===== config.mk =====
export PLATFORM = sky130hd
export DESIGN_NAME = mult_shift_add
export DESIGN_NICKNAME = d
export VERILOG_FILES = /design/src/rtl/mult_shift_add.sv
export SDC_FILE = /design/constraint.sdc
export NUM_CORES = 1
export LEC_CHECK = 0
export CELL_PAD_IN_SITES_DETAIL_PLACEMENT = 2
export CELL_PAD_IN_SITES_GLOBAL_PLACEMENT = 2
export CORE_MARGIN = 3
export CORE_UTILIZATION = 40
export CTS_BUF_LIST = sky130_fd_sc_hd__clkbuf_2
export DETAILED_ROUTE_END_ITERATION = 10
export GPL_TIMING_DRIVEN = 0
export PLACE_DENSITY = 0.89
export SLEW_MARGIN = 20
export SYNTH_ARGS = -nofsm -noshare
export SYNTH_HDL_FRONTEND = slang
export SYNTH_SLANG_ARGS = --single-unit

===== constraint.sdc =====
create_clock -name clk -period 10.4 [get_ports clk]
set_input_delay 1.56 -clock clk [delete_from_list [all_inputs] [get_ports clk]]
set_output_delay 1.56 -clock clk [all_outputs]
set_load 0.1 [all_outputs]

===== src/rtl/mult_shift_add.sv =====
// Sequential shift-and-add multiplier with a held done pulse.
// Define MULT_SIGNED_EN for two's complement operands.
module mult_shift_add #(
    parameter int WIDTH     = 16,
    parameter int DONE_HOLD = 31
) (
    input  logic               clk,
    input  logic               rst,
    input  logic               init,
    input  logic [WIDTH-1:0]   a,
    input  logic [WIDTH-1:0]   b,
    output logic [2*WIDTH-1:0] pp,
    output logic               busy,
    output logic               done
);

    localparam int PW = 2 * WIDTH;
    localparam logic [7:0] HOLD_LAST = 8'(DONE_HOLD - 1);

    typedef enum logic [2:0] {
        IDLE,
        CHECK,
        ADD,
        SHIFT,
        END
    } state_t;

    state_t           state;
    logic [PW-1:0]    mcand;
    logic [WIDTH-1:0] mplier;
    logic [PW-1:0]    acc;
    logic [7:0]       cnt;

    logic [WIDTH-1:0] a_mag;
    logic [WIDTH-1:0] b_mag;
    logic [PW-1:0]    result;

`ifdef MULT_SIGNED_EN
    logic sign;

    // The most negative value negates to itself, which is its correct
    // unsigned magnitude.
    assign a_mag  = a[WIDTH-1] ? (~a + 1'b1) : a;
    assign b_mag  = b[WIDTH-1] ? (~b + 1'b1) : b;
    assign result = sign ? (~acc + 1'b1) : acc;

    always_ff @(posedge clk or posedge rst) begin
        if (rst) begin
            sign <= 1'b0;
        end else if (state == IDLE && init) begin
            sign <= a[WIDTH-1] ^ b[WIDTH-1];
        end
    end
`else
    assign a_mag  = a;
    assign b_mag  = b;
    assign result = acc;
`endif

    always_ff @(posedge clk or posedge rst) begin
        if (rst) begin
            state  <= IDLE;
            mcand  <= '0;
            mplier <= '0;
            acc    <= '0;
            pp     <= '0;
            cnt    <= '0;
            busy   <= 1'b0;
            done   <= 1'b0;
        end else begin
            unique case (state)
                IDLE: begin
                    if (init) begin
                        mcand  <= {{WIDTH{1'b0}}, a_mag};
                        mplier <= b_mag;
                        acc    <= '0;
                        busy   <= 1'b1;
                        state  <= CHECK;
                    end
                end
                CHECK: begin
                    if (mplier == '0) begin
                        pp    <= result;
                        cnt   <= '0;
                        done  <= 1'b1;
                        state <= END;
                    end else if (mplier[0]) begin
                        state <= ADD;
                    end else begin
                        state <= SHIFT;
                    end
                end
                ADD: begin
                    acc   <= acc + mcand;
                    state <= SHIFT;
                end
                SHIFT: begin
                    mcand  <= mcand << 1;
                    mplier <= mplier >> 1;
                    state  <= CHECK;
                end
                END: begin
                    cnt <= cnt + 8'd1;
                    if (cnt == HOLD_LAST) begin
                        done  <= 1'b0;
                        busy  <= 1'b0;
                        state <= IDLE;
                    end
                end
                default: begin
                    busy  <= 1'b0;
                    done  <= 1'b0;
                    state <= IDLE;
                end
            endcase
        end
    end

endmodule


Word level (Yosys, flattened, before mapping) --
Cells that the tools add are included.
Cells by class: add/sub/neg operators 2, equality and inequality tests 8, mux-type cells 18, bitwise gates (word level) 2, reduce and logical (&&, ||, !) cells 14
Operators with widths (number):
- $pmux 32 s2 | 2
- $mux 32 | 2
- $add 32x32->32 | 1
- $pmux 16 s2 | 1
- $logic_not 16->1 | 1
- $mux 16 | 1
- $pmux 8 s2 | 1
- $pmux 3 s5 | 1
- $reduce_and 2->1 | 5
- $mux 3 | 3
- $add 8x1->8 const B | 1
- $eq 8x5->1 const B | 1
- $mux 8 | 1
- $eq 3x2->1 const B | 2
- $ne 2x2->1 const B | 3
- $pmux 1 s3 | 2
- $reduce_and 3->1 | 2
- $reduce_bool 2->1 | 3
- $reduce_or 3->1 | 2
- $mux 1 | 4
- $eq 3x1->1 const B | 1
- $eq 3x3->1 const B | 1
- $logic_not 3->1 | 1
- $not 1->1 | 2
Word-level totals: register bits after elaboration 125, input bits 35, output and inout bits 34

Logic depth before layout (Yosys ltp) --
word-level depth 4, mapped depth 12, mapped depth without buffers 12

Worst setup path before layout --
No wires, ideal clock.
path type input -> register, from input port init, to register mcand[16], setup time 0.121 ns, data arrival time 2.646 ns, required time 10.279 ns, path slack 7.633 ns, stages 4, path buffers 1, cells stage by stage nor4b_2 > nor2_1 > clkbuf_1 > a22o_1
Between the ends: longest elaborated chain between the ends 2
Ends and longest elaborated chain:
- start: declaration | line 9 | input logic init,
- $ne 2x2->1 (no line)
- $reduce_and 2->1 (no line)
- end signal: assignment | line 74 | mcand <= {{WIDTH{1'b0}}, a_mag};
- end signal: assignment | line 98 | mcand <= mcand << 1;
- end: declaration | line 29 | logic [PW-1:0] mcand;
No other way between the ends. A chain may end at the register's enable or synchronous reset.

Worst setup path in the final report --
from register pp[0], to output port pp[0]
RTL lines:
- start: declaration | line 12 | output logic [2*WIDTH-1:0] pp,
- start signal: assignment | line 83 | pp <= result;
No word-level cell between the ends.

==> impl_metrics.json <==
{
  "status": "finished, final reports clean",
  "setup_viol": 0,
  "antenna_found_initial": 0,
  "swShare_pct": 42.05,
  "powerDensity_nw_per_um2": 201.8,
  "io_pins": 69,
  "rsz0062_at_grt": "no",
  "grtUsageTotal_pct": 24.08,
  "drtAntennaViolNets": 0,
  "worstPathRequired_ps": 8840,
  "dr_total_vias": 5640,
  "worstMarginPinSlew_ps": 1055,
  "clock.fmax_mhz": 257.6,
  "synthFlopType": "dfrtp_1",
  "synthDistinctLibCells": 63,
  "worstSkewPairLatency_ps": 730,
  "p_leak_nw": 3.478,
  "ys_seq_area_share_pct": 47.62,
  "path_max_fanout": 2,
  "grt_pass1_wl_um": 34490,
  "fin_tns_setup_ps": 0,
  "seq_power_share_pct": 39.4,
  "critPathKind": "reg -> out",
  "combPwrFrac_pct": 40.6,
  "rows": 46,
  "max_slew_margin_pct": 29.39,
  "grt_max_degree": 75,
  "root_buffer": "clkbuf_2",
  "holdWs_ps": 521.4,
  "io_buffers": 68,
  "final_cell_mix": "dfrtp_1 (125), nand2_1 (117), clkdlybuf4s50_1 (68), nor2_1 (53), o21ai_0 (48)",
  "synth_edf_count": 0,
  "p_switching_mw": 0.6609,
  "dieHeight_um": 134.2,
  "p_int_mw": 0.9110,
  "final_util_pct": 48.68,
  "cap_viol_max_count": 0,
  "dr.pass1.iters": 4,
  "critPathLaunchType": "flip-flop",
  "yosysWarningCount": 0,
  "finClkSkew_ps": 44.13,
  "overflow": 0,
  "routabilityCongestion": 0.8824,
  "cts_hold_buf": 0,
  "min_period_ps": 3882,
  "synth_top_area_share_pct": 47.62,
  "worst_hold_path_type": "reg -> reg",
  "cp_slowest_cell": "clkdlybuf4s50_1",
  "cp_data_arrival_time_ps": 2320,
  "synth_top_cells_by_area": "dfrtp_1 (48%), nand2_1 (6.7%), ha_1 (6.3%), mux2_2 (5.1%), o21ai_0 (3.7%)",
  "clkPwrFrac_pct": 20.0,
  "max-vdd-ir-drop_mv": 0.09871,
  "cts_buffers": 17,
  "avgSynthCellArea_um2": 9.688,
  "vias_per_cell": 5.668,
  "final_common_cell": "dfrtp_1",
  "drc": 0,
  "synthToLayoutAreaGrowth_pct": 18.57,
  "drt_iter0_markers": 225,
  "yosysTopAreaCell": "dfrtp_1",
  "wl_per_cell_um": 20.91,
  "grt_pass1_vias": 6473,
  "post_cts_buffers": 0,
  "routed_wl_um": 20800,
  "clkSlewWorstSetupHoldPaths_ps": 200,
  "hold_viol": 0,
  "cts_tree": "yes",
  "place_hpwl_um": 15520,
  "syn-num-nets": 747,
  "start_util_pct": 41.05,
  "cts_resized": 0,
  "synth-seq-cells": 125,
  "syn_inst": 678,
  "min_period_over_period_pct": 37.32,
  "cp_top_family": "buffers and inverters",
  "async_flop_share_pct": 100.0,
  "core_area_um2": 16000,
  "max_stage_delay_ps": 1180,
  "cp_cell_sequence": "clkdlybuf4s50_1",
  "die_x_um": 134.2,
  "syn_area_um2": 6569,
  "path_buf_inv": 1,
  "clk_path_buf_depth": 2,
  "die-area_um2": 18000,
  "finalMaxSlewViolations": 0,
  "cts_sinks": 125,
  "layout-drive-gt1-share_pct": 10.03,
  "critPathCaptureType": "primary output",
  "htreeDepth": 4,
  "fin_nets": 835
}
worst reg2reg max path: stages (launching register included):
cell and delay (ps):
dfrtp_1 440, ha_1 220, inv_1 70, fa_1 410
nor2b_1 150, o21ai_1 110, a21boi_1 300, o311ai_1 220
a21oi_1 370, o211ai_1 230, o31ai_1 430, xnor2_1 170
o21ai_0 90
cell families (layout without fill, tap and decap cells):
| kind of cell | after synthesis | count (layout) | share of synthesized area (%) |
|---|---|---|---|
| flip-flops | 125 | 125 | 47.62 |
| other | 0 | 1 | 0 |
| AND/OR/NAND/NOR | 231 | 231 | 16.02 |
| buffers and inverters | 45 | 145 | 2.819 |
| XOR/XNOR | 23 | 23 | 3.067 |
| AO/OA/AOI/OAI | 187 | 187 | 18.25 |
| multiplexers | 33 | 33 | 5.638 |
| adder cells (fa/ha/maj) | 34 | 34 | 6.591 |
cells in the mapped netlist (2+ instances only):
cell	number
dfrtp_1	125
nand2_1	117
nor2_1	53
o21ai_0	48
a21oi_1	41
ha_1	33
a31oi_1	31
mux2_2	30
clkbuf_1	22
a22o_1	20
inv_1	16
xnor2_1	12
nand3_1	11
xor2_1	11
a21o_1	8
nand3b_1	8
and2_1	6
o21ai_1	6
nand2b_1	5
nor3_1	5
o31ai_1	5
buf_2	4
nor4_1	4
o21a_1	4
a211oi_1	3
nor2b_1	3
or3_1	3
a21boi_0	2
and3_1	2
mux2_1	2
nand4_1	2
nor3b_1	2
o211ai_1	2
o21bai_1	2
o22ai_1	2
metrics by stage:
stage          std cells  worst slack, ps  cell area (µm²)  total power, mW
4_1_cts              994             6444             7786            1.585
2_1_floorplan        678             5512             6569            1.066
5_1_grt              994             6408             7786            1.674
6_report             995             6518             7789            1.572
3_5_place_dp         963             6311             7561            1.258
3_3_place_gp         962             3727             7520            1.208
cell type report:
type | count | area [µm²]
diodes | 1 | 2.502
plain buffers | 29 | 125.1
clock buffers | 20 | 100.1
clock inverters | 11 | 125.1
fillers | 1743 | 8212
inverters | 16 | 65.06
multi-input cells | 508 | 3264
flip-flops and latches | 125 | 3128
well taps | 216 | 270.3
repair buffers | 69 | 708.2
routing by layer:
metal / GRT usage, % / routed length, µm / vias up
li1: - / - / 2591
met1: 29.98 / 9184 / 2910
met2: 42.59 / 10630 / 104
met3: 4.726 / 624 / 35
met4: 7.127 / 364 / 0
met5: 0 / 0 / -
registers in the layout, summed over array words and instances, names as in the netlist:
register and cells:
acc 32, mcand 32, pp 32, mplier 16, cnt 8, state 3, busy 1, done 1
final timing paths:
| path | endpoint | cells after the start | slack [ps] | startpoint |
|---|---|---|---|---|
| worst max-delay path | pp[0] | 1 | 6520 | pp[0] |
| worst min-delay path | pp[28] | 1 | 520 | pp[28] |
| worst max register to register | acc[26] | 12 | 7020 | mcand[0] |
| worst min register to register | pp[28] | 1 | 520 | pp[28] |
| max in group asynchronous | mcand[22] | 3 | 8360 | rst |
| min in group asynchronous | busy | 2 | 1310 | rst |
power groups by stage:
stage               registers, mW  logic (mW)  clock network [mW]
finish                      0.619       0.638               0.315
floorplan                   0.714       0.352                   0
global route                0.628       0.699               0.346
detailed placement          0.627       0.631                   0
CTS                         0.619       0.642               0.324
global placement            0.621       0.587                   0
Power figures use the tool's default switching activity.
